==> config.mk <==
export PLATFORM = sky130hd
export DESIGN_NAME = hook_ctrl
export DESIGN_NICKNAME = d
export VERILOG_FILES = /design/src/rtl/hook_pkg.sv /design/src/rtl/hook_stepper.sv /design/src/rtl/hook_ctrl.sv
export SDC_FILE = /design/constraint.sdc
export NUM_CORES = 1
export LEC_CHECK = 0
export BUFFER_PORTS_ARGS = -buffer_cell sky130_fd_sc_hd__buf_2
export CORE_ASPECT_RATIO = 1.5
export CORE_MARGIN = 1
export CORE_UTILIZATION = 34
export DETAILED_ROUTE_END_ITERATION = 10
export HOLD_SLACK_MARGIN = 0.12
export PLACE_DENSITY = 0.61
export SYNTH_ARGS = -nofsm -noshare
export SYNTH_HDL_FRONTEND = slang
export SYNTH_SLANG_ARGS = --single-unit
==> constraint.sdc <==
create_clock -name clk -period 9.8 [get_ports clk]
set_clock_uncertainty 0.2 [all_clocks]
set_input_delay 0.49 -clock clk [delete_from_list [all_inputs] [get_ports clk]]
set_output_delay 0.49 -clock clk [all_outputs]
set_load 0.02 [all_outputs]
==> src/rtl/hook_pkg.sv <==
// hook_pkg: shared types and constants for the fishing-line sequencer.
//   state_t      : sequencer phase
//   MODE_*       : renderer mode codes driven on hook_ctrl.mode
//   DEF_SURFACE  : default top hook row (stowed position)
//   DEF_BOTTOM   : default deepest hook row
//   mode_of()    : renderer mode for a given phase / bait / fish combination
package hook_pkg;

  typedef enum logic [2:0] {
    ST_IDLE,
    ST_SINK,
    ST_FISH,
    ST_BITE,
    ST_REEL
  } state_t;

  localparam logic [1:0] MODE_NONE = 2'd0;
  localparam logic [1:0] MODE_HOOK = 2'd1;
  localparam logic [1:0] MODE_BAIT = 2'd2;
  localparam logic [1:0] MODE_FISH = 2'd3;

  localparam int DEF_SURFACE = 62;
  localparam int DEF_BOTTOM  = 460;

  function automatic logic [1:0] mode_of(input state_t st, input logic bait, input logic fish);
    logic [1:0] m;
    m = bait ? MODE_BAIT : MODE_HOOK;
    case (st)
      ST_IDLE: m = MODE_NONE;
      ST_BITE: m = MODE_FISH;
      ST_REEL: if (fish) m = MODE_FISH;
      default: ;
    endcase
    return m;
  endfunction

endpackage

==> src/rtl/hook_stepper.sv <==
// hook_stepper: moves a 10-bit position toward a target by at most `step`,
// landing exactly on the target when it is closer than one step.
// Differences are only formed after the compare, so nothing wraps.
//   pos  in 10 : current position
//   tgt  in 10 : target position
//   step in 10 : maximum move
//   nxt  out 10: next position
module hook_stepper (
  input  logic [9:0] pos,
  input  logic [9:0] tgt,
  input  logic [9:0] step,
  output logic [9:0] nxt
);

  always_comb begin
    nxt = pos;
    if (tgt > pos)
      nxt = ((tgt - pos) > step) ? pos + step : tgt;
    else if (tgt < pos)
      nxt = ((pos - tgt) > step) ? pos - step : tgt;
  end

endmodule

==> src/rtl/hook_ctrl.sv <==
// hook_ctrl: fishing-line sequencer. Steps IDLE -> SINK -> FISH -> BITE -> REEL,
// owns the hook row and renderer mode, and pulses catch/escape events.
//   clk, rst_n    : clock, async active-low reset
//   frame_tick    : one pulse per frame; all hook movement happens on it
//   cast          : start a cast (IDLE only)
//   reel          : start reeling (FISH / BITE)
//   bait_load     : attach bait (IDLE only)
//   bite          : fish touches the hook
//   target_v[9:0] : mouse row, clamped to [SURFACE, BOTTOM]
//   mode[1:0]     : renderer mode (none / hook / hook+bait / fish)
//   hook_v[9:0]   : current hook top row
//   bait_loaded   : bait attached
//   catch_o       : one-cycle pulse, fish landed
//   escape_o      : one-cycle pulse, fish lost
module hook_ctrl
  import hook_pkg::*;
#(
  parameter int SURFACE      = DEF_SURFACE,
  parameter int BOTTOM       = DEF_BOTTOM,
  parameter int SINK_STEP    = 2,
  parameter int REEL_STEP    = 4,
  parameter int BITE_TIMEOUT = 120
) (
  input  logic       clk,
  input  logic       rst_n,
  input  logic       frame_tick,
  input  logic       cast,
  input  logic       reel,
  input  logic       bait_load,
  input  logic       bite,
  input  logic [9:0] target_v,
  output logic [1:0] mode,
  output logic [9:0] hook_v,
  output logic       bait_loaded,
  output logic       catch_o,
  output logic       escape_o
);

  localparam int TW = $clog2(BITE_TIMEOUT + 1);

  localparam logic [9:0]    SURF    = 10'(SURFACE);
  localparam logic [9:0]    BOT     = 10'(BOTTOM);
  localparam logic [9:0]    SSTEP   = 10'(SINK_STEP);
  localparam logic [9:0]    RSTEP   = 10'(REEL_STEP);
  localparam logic [TW-1:0] TO_LAST = TW'(BITE_TIMEOUT - 1);
  localparam logic [TW-1:0] TO_MAX  = TW'(BITE_TIMEOUT);

  state_t        state, state_d;
  logic          fish, fish_d;
  logic [TW-1:0] timer, timer_d;
  logic [9:0]    hook_d;
  logic          bait_d, catch_d, escape_d;
  logic [1:0]    mode_d;

  logic [9:0] tgt, follow_tgt, follow_nxt, reel_nxt;
  logic       timeout_hit;

  // Clamp the mouse row into the legal hook range.
  always_comb begin
    tgt = target_v;
    if (target_v < SURF)     tgt = SURF;
    else if (target_v > BOT) tgt = BOT;
  end

  // Sinking only ever moves down: a target above the hook pins it in place.
  assign follow_tgt = (state == ST_SINK && tgt < hook_v) ? hook_v : tgt;

  hook_stepper u_follow (
    .pos  (hook_v),
    .tgt  (follow_tgt),
    .step (SSTEP),
    .nxt  (follow_nxt)
  );

  hook_stepper u_reel (
    .pos  (hook_v),
    .tgt  (SURF),
    .step (RSTEP),
    .nxt  (reel_nxt)
  );

  // The tick that takes the timer to BITE_TIMEOUT is the escaping tick.
  assign timeout_hit = frame_tick && (timer == TO_LAST);

  // State register
  always_ff @(posedge clk or negedge rst_n) begin
    if (!rst_n) state <= ST_IDLE;
    else        state <= state_d;
  end

  // Next state
  always_comb begin
    state_d = state;
    case (state)
      ST_IDLE: if (cast) state_d = ST_SINK;
      ST_SINK: if (frame_tick && follow_nxt >= tgt) state_d = ST_FISH;
      ST_FISH: begin
        if (reel)                     state_d = ST_REEL;
        else if (bite && bait_loaded) state_d = ST_BITE;
      end
      ST_BITE: begin
        if (reel)             state_d = ST_REEL;
        else if (timeout_hit) state_d = ST_FISH;
      end
      ST_REEL: if (frame_tick && reel_nxt == SURF) state_d = ST_IDLE;
      default: state_d = ST_IDLE;
    endcase
  end

  // Next values of the registered outputs and side state. Movement on a tick
  // follows the current state's rule even if a control pulse changes state
  // on the same edge.
  always_comb begin
    hook_d   = hook_v;
    bait_d   = bait_loaded;
    fish_d   = fish;
    timer_d  = timer;
    catch_d  = 1'b0;
    escape_d = 1'b0;

    if (frame_tick) begin
      case (state)
        ST_SINK, ST_FISH: hook_d = follow_nxt;
        ST_REEL:          hook_d = reel_nxt;
        default:          ;
      endcase
    end

    case (state)
      ST_IDLE: if (bait_load) bait_d = 1'b1;
      ST_FISH: begin
        if (reel)                     fish_d  = 1'b0;
        else if (bite && bait_loaded) timer_d = '0;
      end
      ST_BITE: begin
        if (reel) fish_d = 1'b1;
        else if (frame_tick) begin
          if (timer != TO_MAX) timer_d = timer + TW'(1);
          if (timeout_hit) begin
            escape_d = 1'b1;
            bait_d   = 1'b0;
          end
        end
      end
      ST_REEL: begin
        if (state_d == ST_IDLE && fish) begin
          catch_d = 1'b1;
          bait_d  = 1'b0;
          fish_d  = 1'b0;
        end
      end
      default: ;
    endcase

    mode_d = mode_of(state_d, bait_d, fish_d);
  end

  always_ff @(posedge clk or negedge rst_n) begin
    if (!rst_n) begin
      hook_v      <= SURF;
      mode        <= MODE_NONE;
      bait_loaded <= 1'b0;
      fish        <= 1'b0;
      timer       <= '0;
      catch_o     <= 1'b0;
      escape_o    <= 1'b0;
    end else begin
      hook_v      <= hook_d;
      mode        <= mode_d;
      bait_loaded <= bait_d;
      fish        <= fish_d;
      timer       <= timer_d;
      catch_o     <= catch_d;
      escape_o    <= escape_d;
    end
  end

endmodule

==> results.sh <==
export IMPL_outcome="completed"
export IMPL_synth_edf_count=0
export IMPL_dpl_cell_count=753
export IMPL_cts_tree="built"
export IMPL_synth_fp_nets=655
export IMPL_critPathRequiredTime_ps=9760
export IMPL_dpl_hpwl_mm=12.1
export IMPL_rsz0062_at_grt="false"
export IMPL_io_pins=32
export IMPL_rr_worst_depth=29
export IMPL_cp_common_cell="o21ai_0"
export IMPL_synth_cells=591
export IMPL_drt_iter0_markers=406
export IMPL_grt_pass1_wl_mm=24.7
export IMPL_cp_slowest_cell="o211a_1"
export IMPL_worst_pin_slew_ps=792
export IMPL_min_period_ps=8860
export IMPL_synth_common_cells="45 x ha_1, 45 x nor2_1, 43 x a21oi_1"
export IMPL_worstPathMaxFanout=18
export IMPL_clk_pin_slew_worst_paths_ps=70
export IMPL_holdBufCountCts=1
export IMPL_drv_cap=0
export IMPL_cts_buffers=3
export IMPL_synth_cell_area_um2=4390
export IMPL_cts_max_level=1
export IMPL_max_clock_freq_mhz=113
export IMPL_antenna_cells=0
export IMPL_timing_final_max_slew_violations=0
export IMPL_fin_cells=758
export IMPL_die_area_um2=13400
export IMPL_hold_violations=0
export IMPL_track_usage_pct=23.7
export IMPL_drc=0
export IMPL_core_area_um2=12500
export IMPL_wl_per_cell_um=20.5
export IMPL_cts_setup_buffers=0
export IMPL_path_class="in -> reg"
export IMPL_worstHoldPathType="reg -> reg"
export IMPL_grt_pass1_vias=4733
export IMPL_cp_start_kind="primary input"
export IMPL_clock_sinks=26
export IMPL_io_buffers=31
export IMPL_clock_latency_ps=260
export IMPL_gp_congestion=1.04
export IMPL_synth_avg_cell_area_um2=7.42
export IMPL_ys_ff_latch=26
export IMPL_rrSetupSlack_ps=1070
export IMPL_dieHeight_um=141
export IMPL_hold_end="timer[5]"
export IMPL_die_w_um=94.8
export IMPL_netlist_area_leader_share_pct=12.8
export IMPL_rr_startpoint="hook_v[8]"
export IMPL_hold_depth=2
export IMPL_yosysTopAreaCell="ha_1"
export IMPL_cts_root_buf="clkbuf_16"
export IMPL_worst_endpoint_arrival_ps=8810
export IMPL_tns_ps=0
export IMPL_critPathCaptureType="flip-flop"
export IMPL_rows=50
export IMPL_antenna_found_initial=0
export IMPL_start_util_pct=35.1
export IMPL_ys_top_cells_by_area="ha_1 13%, dfrtp_1 12%, a21oi_1 4.9%, o21ai_0 4.6%, mux2i_1 3.9%"
export IMPL_cts_buffer_depth=2
export IMPL_ys_flop_type="dfrtp_1"
export IMPL_cts_resized=0
export IMPL_area_growth_pct=7.87
export IMPL_vias=4802
export IMPL_rr_endpoint="mode[0]"
export IMPL_critical_path_max_stage_delay_ps=620
export IMPL_post_route_cells_drive_above_1_share_pct=11.8
export IMPL_synthArstFlopShare_pct=100
export IMPL_drt_wl_total_mm=15.5
export IMPL_grt_overflow=0
export IMPL_via_per_inst=6.34
export IMPL_yosysWarnings=0
export IMPL_min_period_over_period_pct=90.4
export IMPL_slew_limit_headroom_pct=46.8
export IMPL_grt_max_degree=27
export IMPL_layout_nets=667
export IMPL_firstDrtPassIters=5
export IMPL_synth_yosys_seq_area_share_pct=15.0
export IMPL_final_setup_viol_count=0
export IMPL_hold_path_startpoint="timer[5]"
export IMPL_yosysUniqueCellTypes=83
export IMPL_detail_route_antenna_nets=0
==> layer usage <==
metal,up-vias,track usage [%],routed length [um]
li1,2230,-,-
met1,2265,26.6,5810
met2,226,41.0,7660
met3,81,2.27,864
met4,0,16.5,1180
met5,-,0,0
==> worst max-delay path by stage <==
stage,startpoint,to,slack [ps],cells after the start
floorplan,target_v[3],mode[0],2320,32
global placement,target_v[9],mode[0],910,33
detailed placement,target_v[9],mode[0],870,33
CTS,target_v[9],mode[0],1090,33
global route,target_v[9],mode[0],170,33
finish,target_v[9],mode[0],940,33
==> worst max-delay path: cells and delay by family <==
family,cells,cell delay (ps)
multiplexers,1,310
AO/OA/AOI/OAI,17,4840
AND/OR/NAND/NOR,9,1660
buffers and inverters,2,280
adder cells (fa/ha/maj),4,1210
==> flip-flops by register name, summed over array words and instances, names as in the netlist <==
register,flops
hook_v,10
fish,1
escape_o,1
bait_loaded,1
timer,7
state,3
catch_o,1
mode,2
==> cell type report <==
type	instances	area (um2)
inverters	46	173
clock buffers	3	75.1
multi-input cells	490	3410
clock inverters	1	30.0
fillers	1328	7780
well taps	156	195
flip-flops and latches	26	657
repair buffers	36	195
==> metrics by stage <==
| step | hold WS, ps | setup WS [ps] | cell area [um2] | utilization, % |
|---|---|---|---|---|
| 5_1_grt | 414 | 171 | 4730 | 37.8 |
| 3_3_place_gp | 322 | 907 | 4620 | 36.9 |
| 4_1_cts | 383 | 1090 | 4730 | 37.8 |
| 6_report | 379 | 944 | 4730 | 37.8 |
| 3_5_place_dp | 322 | 874 | 4620 | 36.9 |
| 2_1_floorplan | -5.59 | 2320 | 4390 | - |
==> cell families (layout without fill, tap and decap cells) <==
group / after synthesis / after routing / share of synthesized area (%)
adders and majority gates: 48 / 48 / 14.0
and+or+nand+nor: 221 / 221 / 27.4
other: 2 / 2 / 0.171
buffers and inverters: 75 / 86 / 7.36
AOI/OAI and AO/OA: 184 / 184 / 28.6
DFF: 26 / 26 / 15.0
xor gates and xnor gates: 16 / 16 / 3.19
muxes: 19 / 19 / 4.39
==> layout by cell type (no fill, tap or decap), types with 6 or more instances in the layout <==
cell / instances
nor2_1: 45
ha_1: 45
a21oi_1: 43
inv_1: 42
nand2_1: 40
o21ai_0: 40
nand3_1: 31
buf_2: 31
dfrtp_1: 21
mux2i_1: 17
nor3_1: 16
nand4_1: 15
xnor2_1: 12
o22ai_1: 12
nor2b_1: 11
or3_1: 10
a21o_1: 9
nand2b_1: 9
o21a_1: 8
nor4_1: 7
a211oi_1: 6
or2_2: 6
Power is left out: the tool's default activity adds up to more than one toggle a clock period on the data nets, which glitch-free logic cannot reach.
